`config.mk`:
```
export PLATFORM = sky130hd
export DESIGN_NAME = seq_divider_flat
export DESIGN_NICKNAME = d
export VERILOG_FILES = /design/src/rtl/seq_divider_if.sv /design/src/rtl/seq_divider.sv /design/src/flat_wrapper.sv
export SDC_FILE = /design/constraint.sdc
export NUM_CORES = 1
export LEC_CHECK = 0
export ABC_AREA = 0
export BUFFER_PORTS_ARGS = -buffer_cell sky130_fd_sc_hd__buf_2
export CAP_MARGIN = 15
export CORE_MARGIN = 3
export CORE_UTILIZATION = 28
export CTS_BUF_LIST = sky130_fd_sc_hd__clkbuf_16
export CTS_CLUSTER_SIZE = 10
export DETAILED_ROUTE_END_ITERATION = 16
export GPL_ROUTABILITY_DRIVEN = 0
export PLACE_DENSITY = 0.57
export SYNTH_ARGS = -nofsm -noshare
export SYNTH_HDL_FRONTEND = slang
export SYNTH_SLANG_ARGS = --single-unit
```
`constraint.sdc`:
```
create_clock -name clk -period 16.5 [get_ports clk]
set_input_delay 0.825 -clock clk [delete_from_list [all_inputs] [get_ports clk]]
set_output_delay 0.825 -clock clk [all_outputs]
set_load 0.02 [all_outputs]
```
`src/rtl/seq_divider_if.sv`:
```
// Request/response bundle for the sequential divider: operands in, quotient/remainder out.
// Handshake: a request is taken on a clock edge where start=1 and the divider is idle (busy=0);
// results are valid on the single cycle where done=1 and are held until the next done.
interface seq_divider_if #(
  parameter int WIDTH = 32
);
  logic               start;
  logic               sign;
  logic [WIDTH-1:0]   X;
  logic [WIDTH-1:0]   Y;
  logic               busy;
  logic               done;
  logic               div_by_zero;
  logic [WIDTH-1:0]   Q;
  logic [WIDTH-1:0]   R;
  logic [2*WIDTH-1:0] Z;

  modport master (
    output start, sign, X, Y,
    input  busy, done, div_by_zero, Q, R, Z
  );

  modport slave (
    input  start, sign, X, Y,
    output busy, done, div_by_zero, Q, R, Z
  );
endinterface

```
`src/rtl/seq_divider.sv`:
```
// Radix-2 restoring divider, one quotient bit per clock, signed (DIV) or unsigned (DIVU).
// Quotient goes to LO (Q), remainder to HI (R); Z = {R, Q} matches the multiplier product layout.
module seq_divider #(
  parameter int WIDTH = 32
) (
  input  logic              clk,
  input  logic              reset,
  seq_divider_if.slave      div_if,
  output logic [1:0]        state_o
);
  typedef enum logic [1:0] {
    IDLE   = 2'd0,
    DIVIDE = 2'd1,
    FIX    = 2'd2
  } state_t;

  localparam int CW = $clog2(WIDTH) + 1;

  state_t           state_q;
  logic             xneg_q, yneg_q, ydz_q;
  logic [WIDTH-1:0] xraw_q, ymag_q, quot_q, rem_q;
  logic [CW-1:0]    cnt_q;
  logic             busy_q, done_q, dbz_q;
  logic [WIDTH-1:0] q_q, r_q;

  logic             xneg_d, yneg_d;
  logic [WIDTH-1:0] xmag_d, ymag_d, q_fix_d, r_fix_d;
  logic [WIDTH:0]   shift_rem_d, trial_d;

  always_comb begin
    xneg_d      = div_if.sign & div_if.X[WIDTH-1];
    yneg_d      = div_if.sign & div_if.Y[WIDTH-1];
    xmag_d      = xneg_d ? -div_if.X : div_if.X;
    ymag_d      = yneg_d ? -div_if.Y : div_if.Y;
    shift_rem_d = {rem_q, quot_q[WIDTH-1]};
    trial_d     = shift_rem_d - {1'b0, ymag_q};
    q_fix_d     = (xneg_q ^ yneg_q) ? -quot_q : quot_q;
    r_fix_d     = xneg_q ? -rem_q : rem_q;
  end

  always_ff @(posedge clk or posedge reset) begin
    if (reset) begin
      state_q <= IDLE;
      xneg_q  <= 1'b0;
      yneg_q  <= 1'b0;
      ydz_q   <= 1'b0;
      xraw_q  <= '0;
      ymag_q  <= '0;
      quot_q  <= '0;
      rem_q   <= '0;
      cnt_q   <= '0;
      busy_q  <= 1'b0;
      done_q  <= 1'b0;
      dbz_q   <= 1'b0;
      q_q     <= '0;
      r_q     <= '0;
    end else begin
      done_q <= 1'b0;
      case (state_q)
        IDLE: begin
          if (div_if.start) begin
            xneg_q  <= xneg_d;
            yneg_q  <= yneg_d;
            ydz_q   <= (div_if.Y == '0);
            xraw_q  <= div_if.X;
            ymag_q  <= ymag_d;
            quot_q  <= xmag_d;
            rem_q   <= '0;
            cnt_q   <= '0;
            busy_q  <= 1'b1;
            state_q <= (div_if.Y == '0) ? FIX : DIVIDE;
          end
        end
        DIVIDE: begin
          // A negative trial means the shifted remainder was below |Y|, so it still fits WIDTH bits.
          if (!trial_d[WIDTH]) begin
            rem_q  <= trial_d[WIDTH-1:0];
            quot_q <= {quot_q[WIDTH-2:0], 1'b1};
          end else begin
            rem_q  <= shift_rem_d[WIDTH-1:0];
            quot_q <= {quot_q[WIDTH-2:0], 1'b0};
          end
          cnt_q <= cnt_q + 1'b1;
          if (cnt_q == CW'(WIDTH - 1)) state_q <= FIX;
        end
        FIX: begin
          if (ydz_q) begin
            q_q   <= '1;
            r_q   <= xraw_q;
            dbz_q <= 1'b1;
          end else begin
            q_q   <= q_fix_d;
            r_q   <= r_fix_d;
            dbz_q <= 1'b0;
          end
          done_q  <= 1'b1;
          busy_q  <= 1'b0;
          state_q <= IDLE;
        end
        default: state_q <= IDLE;
      endcase
    end
  end

  assign div_if.busy        = busy_q;
  assign div_if.done        = done_q;
  assign div_if.div_by_zero = dbz_q;
  assign div_if.Q           = q_q;
  assign div_if.R           = r_q;
  assign div_if.Z           = {r_q, q_q};
  assign state_o            = state_q;
endmodule

```
`src/flat_wrapper.sv`:
```
// flat-port wrapper written by rule: the top's interface ports become plain ports
module seq_divider_flat 
#(
  parameter int WIDTH = 32
)
  (clk, reset, state_o, div_if_start, div_if_sign, div_if_X, div_if_Y, div_if_busy, div_if_done, div_if_div_by_zero, div_if_Q, div_if_R, div_if_Z);
  seq_divider_if #(.WIDTH(WIDTH)) div_if_i ();
  input  logic clk;
  input  logic reset;
  output logic [1:0] state_o;
  input wire logic [$bits(div_if_i.start)-1:0] div_if_start;
  input wire logic [$bits(div_if_i.sign)-1:0] div_if_sign;
  input wire logic [$bits(div_if_i.X)-1:0] div_if_X;
  input wire logic [$bits(div_if_i.Y)-1:0] div_if_Y;
  output wire logic [$bits(div_if_i.busy)-1:0] div_if_busy;
  output wire logic [$bits(div_if_i.done)-1:0] div_if_done;
  output wire logic [$bits(div_if_i.div_by_zero)-1:0] div_if_div_by_zero;
  output wire logic [$bits(div_if_i.Q)-1:0] div_if_Q;
  output wire logic [$bits(div_if_i.R)-1:0] div_if_R;
  output wire logic [$bits(div_if_i.Z)-1:0] div_if_Z;
  assign div_if_i.start = div_if_start;
  assign div_if_i.sign = div_if_sign;
  assign div_if_i.X = div_if_X;
  assign div_if_i.Y = div_if_Y;
  assign div_if_busy = div_if_i.busy;
  assign div_if_done = div_if_i.done;
  assign div_if_div_by_zero = div_if_i.div_by_zero;
  assign div_if_Q = div_if_i.Q;
  assign div_if_R = div_if_i.R;
  assign div_if_Z = div_if_i.Z;
  seq_divider #(.WIDTH(WIDTH)) u_core (.clk(clk), .reset(reset), .div_if(div_if_i), .state_o(state_o));
endmodule
```
---- Yosys cells after proc, flatten, opt, wreduce, memory -nomap -nowiden ----
Index checks and enable logic that the tools add are counted.
operators by class
  magnitude comparators ................... 0
  add/subtract/negate cells ............... 6
  $mul .................................... 0
  reductions and logical operators ........ 8
  div/mod/pow operators ................... 0
  equality and inequality tests ........... 5
  mux-type cells .......................... 22
  shift operators ......................... 0
  bitwise operators ....................... 3
operators with widths
  kind                   number
  $mux W32               9
  $neg A32 Y32           4
  $pmux W32 S2           2
  $sub A33 B32 Y33       1
  $logic_not A32 Y1      1
  $pmux W6 S2            1
  $reduce_and A2 Y1      4
  $add A6 B1 Y6 const B  1
  $eq A6 B5 Y1 const B   1
  $mux W2                3
  $mux W6                1
  $mux W1                4
  $pmux W2 S2            1
  $reduce_bool A2 Y1     2
  $and A1 B1 Y1          2
  $eq A2 B1 Y1 const B   1
  $eq A2 B2 Y1 const B   1
  $logic_not A2 Y1       1
  $ne A2 B1 Y1 const B   1
  $ne A2 B2 Y1 const B   1
  $pmux W1 S2            1
  $xor A1 B1 Y1          1
word-level totals
  bits in latches ......................... 0
  memories ................................ 0
  output and inout port bits .............. 133
  memory bits (read-only) ................. 0
  bits in registers ....................... 206
  bits of input ports ..................... 68
  RAM bits ................................ 0

---- Logic depth before layout (Yosys ltp) ----
Gate-level depths: netlist of run 1.
  depth after elaboration ................. 4
  gate-level depth with buffers ........... 14
  depth with buffers taken out ............ 12

---- Worst setup path after synthesis of run 1 ----
OpenSTA, ideal clock, no wires.
  kind .................................... register to register
  start point ............................. register u_core.quot_q[31]
  end point ............................... register u_core.rem_q[31]
  data arrival time ....................... 3,077 ps
  path slack .............................. 13,356 ps
  buffers on the path ..................... 1
  cell stages (with the launch flop) ...... 14
  path through ............................ dfrtp_1 > inv_1 > ha_1 > fa_1 > nand2b_1 > a21o_1 > a31oi_1 > a31o_2 > a2111oi_0 > or3_1 > clkbuf_1 > or3_1 > mux2_2 > nand2_1
on the way
  word-level cells in the longest chain between the ends .. 3
ends and longest elaborated chain
  what                    line               text
  from (decl)             seq_divider.sv:21  logic [WIDTH-1:0] xraw_q, ymag_q, quot_q, rem_q;
  from (signal assigned)  seq_divider.sv:67  quot_q <= xmag_d;
  from (signal assigned)  seq_divider.sv:78  quot_q <= {quot_q[WIDTH-2:0], 1'b1};
  from (signal assigned)  seq_divider.sv:81  quot_q <= {quot_q[WIDTH-2:0], 1'b0};
  $sub A33 B32 Y33        seq_divider.sv:36  trial_d = shift_rem_d - {1'b0, ymag_q};
  $mux W32                seq_divider.sv:76  if (!trial_d[WIDTH]) begin
  $pmux W32 S2            seq_divider.sv:59  case (state_q)
  to (signal assigned)    seq_divider.sv:77  rem_q <= trial_d[WIDTH-1:0];
  to (signal assigned)    seq_divider.sv:80  rem_q <= shift_rem_d[WIDTH-1:0];
  to (decl)               seq_divider.sv:21
No other way between the ends.
A chain may end at the register's enable or synchronous reset.

---- Final worst setup path of run 1 ----
Same ends and word-level chain as after synthesis.

==> flow_summary.html, run 1 <==
<table>
<tr><th>Metric</th><th>Value</th></tr>
<tr><th colspan="2">Detailed routing</th></tr>
<tr><td>Initial DRT Pass Iterations</td><td>5</td></tr>
<tr><td>Highest routed metal layer</td><td>met5</td></tr>
<tr><td>Total number of vias</td><td>11200</td></tr>
<tr><td>Drt via density</td><td>4.94</td></tr>
<tr><td>Detailed-routed wire length on met2</td><td>about 18000 um</td></tr>
<tr><td>Wire length reported by the detailed router</td><td>38900 um</td></tr>
<tr><td>Routed wl met3</td><td>2240 um</td></tr>
<tr><td>Routed length on met1</td><td>17900 um</td></tr>
<tr><td>Initial detailed-routing violation count</td><td>766</td></tr>
<tr><td>Post-route ant nets</td><td>0</td></tr>
<tr><td>Average wire per standard cell</td><td>about 17 um</td></tr>
<tr><td>DR DRC count</td><td>0</td></tr>
<tr><th colspan="2">Clock network</th></tr>
<tr><td>Max Root-Sink Buffers</td><td>3</td></tr>
<tr><td>Number of gates given a new drive strength after cts</td><td>0</td></tr>
<tr><td>Clock buffer count from CTS</td><td>27</td></tr>
<tr><td>Clock-pin slew on the worst setup and hold paths</td><td>0.06 ns</td></tr>
<tr><td>Number of buffers inserted by hold repair at cts</td><td>0</td></tr>
<tr><td>Post-CTS repair timing setup buffer count</td><td>0</td></tr>
<tr><td>Worst-Skew Late Latency</td><td>around 0.56 ns</td></tr>
<tr><td>Root buf cell</td><td>sky130_fd_sc_hd__clkbuf_16</td></tr>
<tr><td>CTS tree</td><td>done</td></tr>
<tr><td>Clock Sinks</td><td>206</td></tr>
<tr><td>Number of levels the H-tree was split into</td><td>1</td></tr>
<tr><th colspan="2">Floorplanning</th></tr>
<tr><td>Boundary pin count</td><td>201</td></tr>
<tr><td>Die Area</td><td>48900 um2</td></tr>
<tr><td>Effective utilization at floorplan</td><td>28.5%</td></tr>
<tr><td>Height of the die</td><td>221 um</td></tr>
<tr><td>Standard-cell rows</td><td>78</td></tr>
<tr><td>Area of the core region</td><td>45600 um2</td></tr>
<tr><td>Floorplan die width</td><td>roughly 220 um</td></tr>
<tr><th colspan="2">Final layout</th></tr>
<tr><td>Count of non-filler cells in the finished layout</td><td>2266</td></tr>
<tr><td>Syn-to-layout area delta</td><td>14.8%</td></tr>
<tr><td>Net total in the final layout</td><td>~1800</td></tr>
<tr><td>Share of layout cells above drive strength 1</td><td>16.0%</td></tr>
<tr><td>Most common library cell in the layout ignoring fill and taps</td><td>sky130_fd_sc_hd__nand2_1</td></tr>
<tr><td>Most frequent cells in the layout</td><td>234 x sky130_fd_sc_hd__nand2_1, 205 x sky130_fd_sc_hd__dfrtp_1, 200 x sky130_fd_sc_hd__buf_2</td></tr>
<tr><td>Diode insertion count for antenna repair</td><td>0</td></tr>
<tr><td>Filler Cell Count</td><td>4735</td></tr>
<tr><th colspan="2">Place</th></tr>
<tr><td>I/O Buffers</td><td>200</td></tr>
<tr><td>Placed instance count</td><td>around 2200</td></tr>
<tr><td>Post-detail-place hpwl</td><td>29000 um</td></tr>
<tr><th colspan="2">Logic synthesis</th></tr>
<tr><td>Xor and xnor area share after synthesis</td><td>10.1%</td></tr>
<tr><td>Number of standard cells after synthesis</td><td>1553</td></tr>
<tr><td>Adder-cell area share of the yosys netlist</td><td>about 3.7%</td></tr>
<tr><td>Post-synthesis sequential area ratio</td><td>around 40%</td></tr>
<tr><td>Asr flop ratio synth</td><td>100%</td></tr>
<tr><td>Post-Synth Simple-Gate Area</td><td>17.3%</td></tr>
<tr><td>Leading register cell type out of synthesis</td><td>sky130_fd_sc_hd__dfrtp_1</td></tr>
<tr><td>Number of synthesis warnings</td><td>0</td></tr>
<tr><td>Number of register bits inferred by synthesis</td><td>about 200</td></tr>
<tr><td>Main area contributors after synthesis</td><td>sky130_fd_sc_hd__dfrtp_1 40%, sky130_fd_sc_hd__o21ai_0 6.9%, sky130_fd_sc_hd__nand2_1 6.8%</td></tr>
<tr><td>Area fraction of the dominant cell type after synthesis</td><td>39.8%</td></tr>
<tr><td>Synthesized Nets</td><td>1659</td></tr>
<tr><td>Synthesized cell area</td><td>~13000 um2</td></tr>
<tr><td>Cell type contributing the most total cell area after synthesis</td><td>sky130_fd_sc_hd__dfrtp_1</td></tr>
<tr><td>Mux cell area share after synthesis</td><td>1.49%</td></tr>
<tr><td>Fraction of the mapped netlist area in compound gates</td><td>between 10% and 20%</td></tr>
<tr><td>Main combinational cell family by area after synthesis</td><td>compound AO/OA/AOI/OAI gates</td></tr>
<tr><td>Number of enable flip-flop cells after synthesis</td><td>0</td></tr>
<tr><td>Library cells used by synthesis</td><td>63</td></tr>
<tr><td>Mean post-synth cell area</td><td>8.35 um2</td></tr>
<tr><th colspan="2">Global route</th></tr>
<tr><td>Pin count of the biggest net entering global routing</td><td>95</td></tr>
<tr><td>Remaining global-route overflow</td><td>0</td></tr>
<tr><td>Initial antenna violation count</td><td>1</td></tr>
<tr><td>Via count of the first global-routing pass</td><td>roughly 11000</td></tr>
<tr><td>Wire length of the first global-routing pass</td><td>62300 um</td></tr>
<tr><td>Total GRT Usage</td><td>15.5%</td></tr>
<tr><th colspan="2">Critical path</th></tr>
<tr><td>WP data arrival</td><td>roughly 4.5 ns</td></tr>
<tr><td>Endpoint kind of the worst setup timing path</td><td>register</td></tr>
<tr><td>Critical path required time</td><td>16.99 ns</td></tr>
<tr><td>Critical Path, Cell by Cell</td><td>inv_1 &gt; ha_1 &gt; fa_1 &gt; nand2b_1 &gt; a21o_1 &gt; a31oi_1 &gt; a31o_2 &gt; a2111oi_0 &gt; or3_1 &gt; or3_1 &gt; mux2_2 &gt; nand2_1</td></tr>
<tr><td>Crit path top cell by count</td><td>sky130_fd_sc_hd__or3_1</td></tr>
<tr><td>Startpoint Class</td><td>register</td></tr>
<tr><td>Worst setup path class</td><td>reg -&gt; reg</td></tr>
<tr><td>Slowest library cell on the worst path</td><td>sky130_fd_sc_hd__or3_1</td></tr>
<tr><td>Top fanout value on the critical path</td><td>24</td></tr>
<tr><td>Stage delay of the slowest cell on the critical path</td><td>0.79 ns</td></tr>
<tr><th colspan="2">STA</th></tr>
<tr><td>Worst rel slew slack</td><td>26.9%</td></tr>
<tr><td>Setup repair after global routing missed its margin</td><td>false</td></tr>
<tr><td>Number of max-slew violations in the final report</td><td>0</td></tr>
<tr><td>Post-layout minimum cycle time</td><td>3.96 ns</td></tr>
<tr><td>Total Neg Setup Slack</td><td>0 ns</td></tr>
<tr><td>Fmax</td><td>253 MHz</td></tr>
<tr><td>Final setup violating endpoints</td><td>0</td></tr>
<tr><td>Final period utilization</td><td>24.0%</td></tr>
<tr><td>Count of endpoints failing hold in the final timing report</td><td>0</td></tr>
<tr><td>Max Clock Skew</td><td>~0.016 ns</td></tr>
<tr><td>Slew at the pin with the worst max-slew slack</td><td>1.10 ns</td></tr>
<tr><th colspan="2">Power and ir drop</th></tr>
<tr><td>Power per cell area</td><td>219 nW/um2</td></tr>
<tr><td>Total leakage power</td><td>6.74 nW</td></tr>
<tr><td>Total power consumption of the routed design</td><td>3.26 mW</td></tr>
<tr><td>Peak ir drop on the vdd network</td><td>0.117 mV</td></tr>
<tr><th colspan="2">Job</th></tr>
<tr><td>Number of max-capacitance violations reported</td><td>0</td></tr>
<tr><th colspan="2">Run status</th></tr>
<tr><td>Run status</td><td>finished clean</td></tr>
<tr><th colspan="2">Worst hold path</th></tr>
<tr><td>Hold/Removal Path Class</td><td>in -&gt; async</td></tr>
</table>
-- per-layer routing --
layer  vias up  global-route usage, %
met5         -                      0
met4         2                   2.01
met3        35                   3.05
met2       293                   26.0
met1      5340                   21.3
li1       5513                      -
-- critical path, delay by kind of cell, from the launching register on --
family / cells / cell delay [ns]
simple gates: 4 / 1.47
flops: 1 / 0.38
buf+inv: 1 / 0.09
mux: 1 / 0.27
compound gates: 4 / 1.05
fa+ha+maj: 2 / 0.63
-- cells in the mapped netlist, types with 3 or more instances --
cell type	n
sky130_fd_sc_hd__nand2_1	235
sky130_fd_sc_hd__dfrtp_1	206
sky130_fd_sc_hd__o21ai_0	178
sky130_fd_sc_hd__a21oi_1	137
sky130_fd_sc_hd__nor2_1	121
sky130_fd_sc_hd__xor2_1	84
sky130_fd_sc_hd__clkbuf_1	68
sky130_fd_sc_hd__xnor2_1	66
sky130_fd_sc_hd__buf_4	64
sky130_fd_sc_hd__inv_1	55
sky130_fd_sc_hd__ha_1	37
sky130_fd_sc_hd__a22oi_1	30
sky130_fd_sc_hd__nand3_1	30
sky130_fd_sc_hd__o31ai_1	25
sky130_fd_sc_hd__and3_1	19
sky130_fd_sc_hd__mux2i_1	17
sky130_fd_sc_hd__or3_1	15
sky130_fd_sc_hd__or4_1	14
sky130_fd_sc_hd__a31oi_1	13
sky130_fd_sc_hd__nor3_1	13
sky130_fd_sc_hd__o41ai_1	11
sky130_fd_sc_hd__a21o_1	9
sky130_fd_sc_hd__buf_1	9
sky130_fd_sc_hd__nand2b_1	9
sky130_fd_sc_hd__nor4_1	9
sky130_fd_sc_hd__nand4_1	6
sky130_fd_sc_hd__o211ai_1	6
sky130_fd_sc_hd__o21bai_1	6
sky130_fd_sc_hd__nor2b_1	5
sky130_fd_sc_hd__and2_1	4
sky130_fd_sc_hd__buf_2	4
sky130_fd_sc_hd__o21a_1	4
sky130_fd_sc_hd__o21ai_1	4
sky130_fd_sc_hd__a221o_1	3
sky130_fd_sc_hd__nand3b_1	3
-- cell families after synthesis --
logic type,Yosys count
compound gates,442
xor+xnor,150
fa+ha+maj,38
buf+inv,202
flops,206
mux,19
simple gates,496
-- metrics by stage --
stage / hold WS [ns] / setup slack (ns) / utilization, % / cell area (um2)
floorplan: 0.437 / 10.05 / - / 13000
global placement: 0.452 / 12.62 / 30.8 / 14000
detailed placement: 0.454 / 12.56 / 30.8 / 14000
CTS: 0.390 / 12.54 / 32.7 / 14900
global route: 0.427 / 12.17 / 32.7 / 14900
finish: 0.360 / 12.54 / 32.7 / 14900
-- where the power goes --
| group | switching, mW | total (mW) | leakage, nW | internal (mW) |
|---|---|---|---|---|
| combinational | 1.02 | 1.69 | 3.77 | 0.667 |
| clock | 0.227 | 0.568 | 0.450 | 0.341 |
| sequential | 0.271 | 0.998 | 2.53 | 0.726 |
| total | 1.52 | 3.26 | 6.74 | 1.73 |
-- cell type report --
cell class	count	area (um2)	share of cell area (%)
tap	600	751	5.04
timing repair buffer	213	1100	7.38
sequential	206	5160	34.6
clock buffer	27	676	4.54
clock inverter	20	171	1.15
multi-input combinational	1145	6820	45.8
inverter	55	214	1.44
-- path summary, 6_finish.rpt --
check                               endpoint  cells after the start  slack (ns)               from
setup / recovery            u_core.rem_q[31]                     12       12.54  u_core.quot_q[31]
hold / removal             u_core.ymag_q[29]                      2        0.36              reset
setup reg to reg            u_core.rem_q[31]                     12       12.54  u_core.quot_q[31]
hold reg to reg            u_core.ymag_q[14]                      2        0.48  u_core.ymag_q[14]
max in group asynchronous   u_core.rem_q[28]                      4       14.09              reset
min in group clk           u_core.ymag_q[14]                      2        0.48  u_core.ymag_q[14]
-- registers in the layout (all words and copies together), names as in the netlist --
name	flops
u_core.ydz_q	1
u_core.div_if.busy	1
u_core.div_if.Q	32
u_core.quot_q	32
u_core.xneg_q	1
u_core.rem_q	32
u_core.yneg_q	1
u_core.xraw_q	32
u_core.cnt_q	6
u_core.div_if.R	32
u_core.div_if.done	1
u_core.state_o	2
u_core.ymag_q	32
u_core.div_if.div_by_zero	1
(Power assumes the default switching activity.)
==> run 2: changes to the inputs <==
==> constraint.sdc (replaced) <==
create_clock -name clk -period 3.7 [get_ports clk]
set_input_delay 0.185 -clock clk [delete_from_list [all_inputs] [get_ports clk]]
set_output_delay 0.185 -clock clk [all_outputs]
set_load 0.02 [all_outputs]
==> run 2 against run 1 <==
  * Non-clock buffer count up 73
  * First-iteration DRC count increased by 34%
  * Critical path depth unchanged
  * Register-to-register slack worse by 12 ns
  * Critical path type unchanged
  * Global-route usage increased by 0.091 points
  * Critical endpoint unchanged
==> flow_summary.html, run 2 (synthesis results as in run 1) <==
<table>
<tr><th>Metric</th><th>Value</th></tr>
<tr><th colspan="2">Run status</th></tr>
<tr><td>Run status</td><td>finished clean</td></tr>
<tr><th colspan="2">STA</th></tr>
<tr><td>Number of max-slew violations in the final report</td><td>0 (unchanged)</td></tr>
<tr><td>Worst rel slew slack</td><td>33.8% (+6.9 points)</td></tr>
<tr><td>Setup repair after global routing missed its margin</td><td>false</td></tr>
<tr><td>Final period utilization</td><td>89.7% (+66 points)</td></tr>
<tr><td>Final setup violating endpoints</td><td>0 (unchanged)</td></tr>
<tr><td>Post-layout minimum cycle time</td><td>3.32 ns (-0.639 ns)</td></tr>
<tr><td>Slew at the pin with the worst max-slew slack</td><td>0.991 ns (-0.106 ns)</td></tr>
<tr><td>Total Neg Setup Slack</td><td>0 ns (unchanged)</td></tr>
<tr><td>Count of endpoints failing hold in the final timing report</td><td>0 (unchanged)</td></tr>
<tr><td>Max Clock Skew</td><td>0.0197 ns (+0.00378 ns)</td></tr>
<tr><td>Fmax</td><td>301 MHz (+19%)</td></tr>
<tr><th colspan="2">Job</th></tr>
<tr><td>Number of max-capacitance violations reported</td><td>0 (unchanged)</td></tr>
<tr><th colspan="2">Power and ir drop</th></tr>
<tr><td>Sequential group share of total power</td><td>30.2% (-0.4 points)</td></tr>
<tr><td>Combinational power share</td><td>54.5% (+2.6 points)</td></tr>
<tr><td>Internal power consumption</td><td>7.65 mW (+340%)</td></tr>
<tr><td>Psw</td><td>6.82 mW (+350%)</td></tr>
<tr><td>Power per cell area</td><td>933 nW/um2 (+330%)</td></tr>
<tr><td>Part of the total power dissipated in the clock network</td><td>15.3% (-2.1 points)</td></tr>
<tr><td>Total power consumption of the routed design</td><td>14.5 mW (+340%)</td></tr>
<tr><td>Peak ir drop on the vdd network</td><td>0.550 mV (+370%)</td></tr>
<tr><td>Switching part of the total power</td><td>47.1% (+0.37 points)</td></tr>
<tr><td>Total leakage power</td><td>7.02 nW (+4.0%)</td></tr>
<tr><th colspan="2">Floorplanning</th></tr>
<tr><td>Boundary pin count</td><td>201 (unchanged)</td></tr>
<tr><td>Height of the die</td><td>221 um (unchanged)</td></tr>
<tr><td>Area of the core region</td><td>45600 um2 (unchanged)</td></tr>
<tr><td>Standard-cell rows</td><td>78 (unchanged)</td></tr>
<tr><td>Floorplan die width</td><td>221 um (unchanged)</td></tr>
<tr><td>Die Area</td><td>48900 um2 (unchanged)</td></tr>
<tr><td>Effective utilization at floorplan</td><td>28.5% (unchanged)</td></tr>
<tr><th colspan="2">Clock network</th></tr>
<tr><td>Max Root-Sink Buffers</td><td>3 (unchanged)</td></tr>
<tr><td>Clock Sinks</td><td>206 (unchanged)</td></tr>
<tr><td>CTS tree</td><td>done</td></tr>
<tr><td>Post-CTS repair timing setup buffer count</td><td>0 (unchanged)</td></tr>
<tr><td>Clock-pin slew on the worst setup and hold paths</td><td>0.06 ns (about the same)</td></tr>
<tr><td>Clock buffer count from CTS</td><td>26 (-3.7%)</td></tr>
<tr><td>Root buf cell</td><td>sky130_fd_sc_hd__clkbuf_16</td></tr>
<tr><td>Worst-Skew Late Latency</td><td>0.54 ns (-0.02 ns)</td></tr>
<tr><td>Number of levels the H-tree was split into</td><td>1 (unchanged)</td></tr>
<tr><th colspan="2">Detailed routing</th></tr>
<tr><td>Average wire per standard cell</td><td>16.8 um (-2.1%)</td></tr>
<tr><td>Initial DRT Pass Iterations</td><td>5 (unchanged)</td></tr>
<tr><td>Total number of vias</td><td>11400 (+2.3%)</td></tr>
<tr><td>Post-route ant nets</td><td>0 (unchanged)</td></tr>
<tr><td>Drt via density</td><td>4.90 (-0.64%)</td></tr>
<tr><td>Wire length reported by the detailed router</td><td>39300 um (+0.80%)</td></tr>
<tr><td>Initial detailed-routing violation count</td><td>1025 (+34%)</td></tr>
<tr><td>DR DRC count</td><td>0 (unchanged)</td></tr>
<tr><th colspan="2">Global route</th></tr>
<tr><td>Total GRT Usage</td><td>15.6% (+0.091 points)</td></tr>
<tr><td>Pin count of the biggest net entering global routing</td><td>74 (-22%)</td></tr>
<tr><td>Initial antenna violation count</td><td>1 (unchanged)</td></tr>
<tr><td>Wire length of the first global-routing pass</td><td>62800 um (+0.78%)</td></tr>
<tr><td>Via count of the first global-routing pass</td><td>11100 (+1.4%)</td></tr>
<tr><td>Remaining global-route overflow</td><td>0 (unchanged)</td></tr>
<tr><th colspan="2">Final layout</th></tr>
<tr><td>Syn-to-layout area delta</td><td>19.6%</td></tr>
<tr><td>Most common library cell in the layout ignoring fill and taps</td><td>sky130_fd_sc_hd__nand2_1</td></tr>
<tr><td>Most frequent cells in the layout</td><td>234 x sky130_fd_sc_hd__nand2_1, 205 x sky130_fd_sc_hd__dfrtp_1, 200 x sky130_fd_sc_hd__buf_2</td></tr>
<tr><td>Post-route core utilization</td><td>34.0% (+1.4 points)</td></tr>
<tr><td>Share of layout cells above drive strength 1</td><td>16.2% (+0.24 points)</td></tr>
<tr><td>Net total in the final layout</td><td>1826 (+4.1%)</td></tr>
<tr><td>Diode insertion count for antenna repair</td><td>0 (unchanged)</td></tr>
<tr><th colspan="2">Place</th></tr>
<tr><td>Post-detail-place hpwl</td><td>29700 um (+2.3%)</td></tr>
<tr><td>I/O Buffers</td><td>200 (unchanged)</td></tr>
<tr><th colspan="2">Critical path</th></tr>
<tr><td>Endpoint kind of the worst setup timing path</td><td>register</td></tr>
<tr><td>Worst setup path class</td><td>reg -&gt; reg</td></tr>
<tr><td>Critical path required time</td><td>4.16 ns (-12.83 ns)</td></tr>
<tr><td>Startpoint Class</td><td>register</td></tr>
<tr><td>Top fanout value on the critical path</td><td>3 (-88%)</td></tr>
<tr><td>WP data arrival</td><td>3.78 ns (-0.67 ns)</td></tr>
<tr><th colspan="2">Worst hold path</th></tr>
<tr><td>Hold/Removal Path Class</td><td>in -&gt; reg</td></tr>
</table>
[run 2: metrics by stage]
stage | cell area [um2] | setup slack [ns] | cells | hold slack [ns]
detailed placement | 14200 | 0.269 | 2237 | 0.439
global placement | 14200 | 0.380 | 2237 | 0.423
finish | 15500 | 0.383 | 2334 | 0.0186
CTS | 15500 | 0.234 | 2334 | 0.000339
floorplan | 13000 | 0.556 | 1553 | 0.290
global route | 15500 | 0.0318 | 2334 | 0.0355
[run 2: final cells by class]
cell class / count / area [um2]
multi-input cells: 1145 / 6820
flip-flops and latches: 206 / 5160
well taps: 600 / 751
inverters: 55 / 210
clock inverters: 16 / 75.1
fillers: 4746 / 30100
clock buffers: 26 / 651
repair buffers: 286 / 1850
[run 2: final timing paths]
path / endpoint / cells after the start / startpoint / slack, ns
max: u_core.rem_q[31] / 12 / u_core.quot_q[31] / 0.38
min: u_core.ymag_q[11] / 3 / div_if_Y[11] / 0.02
max reg2reg: u_core.rem_q[31] / 12 / u_core.quot_q[31] / 0.38
min reg2reg: u_core.xraw_q[29] / 2 / u_core.xraw_q[29] / 0.47
max in group asynchronous: u_core.div_if.R[15] / 4 / reset / 2.29
min in group asynchronous: u_core.div_if.R[0] / 3 / reset / 0.44
[run 2: metal layers]
metal / vias to the layer above / wire length, um / track usage, %
li1: 5636 / - / -
met1: 5451 / 19000 / 22.7
met2: 309 / 17800 / 25.1
met3: 47 / 1660 / 1.74
met4: 2 / 708 / 3.07
met5: - / 13 / 0
[run 2: what timing repair did]
action,4_1_cts,5_1_grt
hold buffers,55,0
endpoints found under the hold margin,98,0
resized for setup,0,1
setup endpoints to repair,0,10
[run 2: critical path: stages (launching register included)]
cell and delay, ns:
sky130_fd_sc_hd__dfrtp_1 0.37, sky130_fd_sc_hd__inv_1 0.09, sky130_fd_sc_hd__ha_1 0.24, sky130_fd_sc_hd__fa_1 0.41, sky130_fd_sc_hd__nand2b_1 0.19, sky130_fd_sc_hd__a21o_1 0.20
sky130_fd_sc_hd__a31oi_1 0.32, sky130_fd_sc_hd__a31o_2 0.25, sky130_fd_sc_hd__a2111oi_1 0.12, sky130_fd_sc_hd__or3_1 0.41, sky130_fd_sc_hd__or3_1 0.31, sky130_fd_sc_hd__mux2_2 0.27
sky130_fd_sc_hd__nand2_1 0.06
[run 2: power by group through the flow]
stage	registers [mW]	clock network, mW	logic [mW]
2_1_floorplan	4.48	0	5.67
3_3_place_gp	4.36	0	7.75
3_5_place_dp	4.40	0	7.82
4_1_cts	4.37	2.27	7.91
5_1_grt	4.53	2.35	8.80
6_report	4.37	2.22	7.88
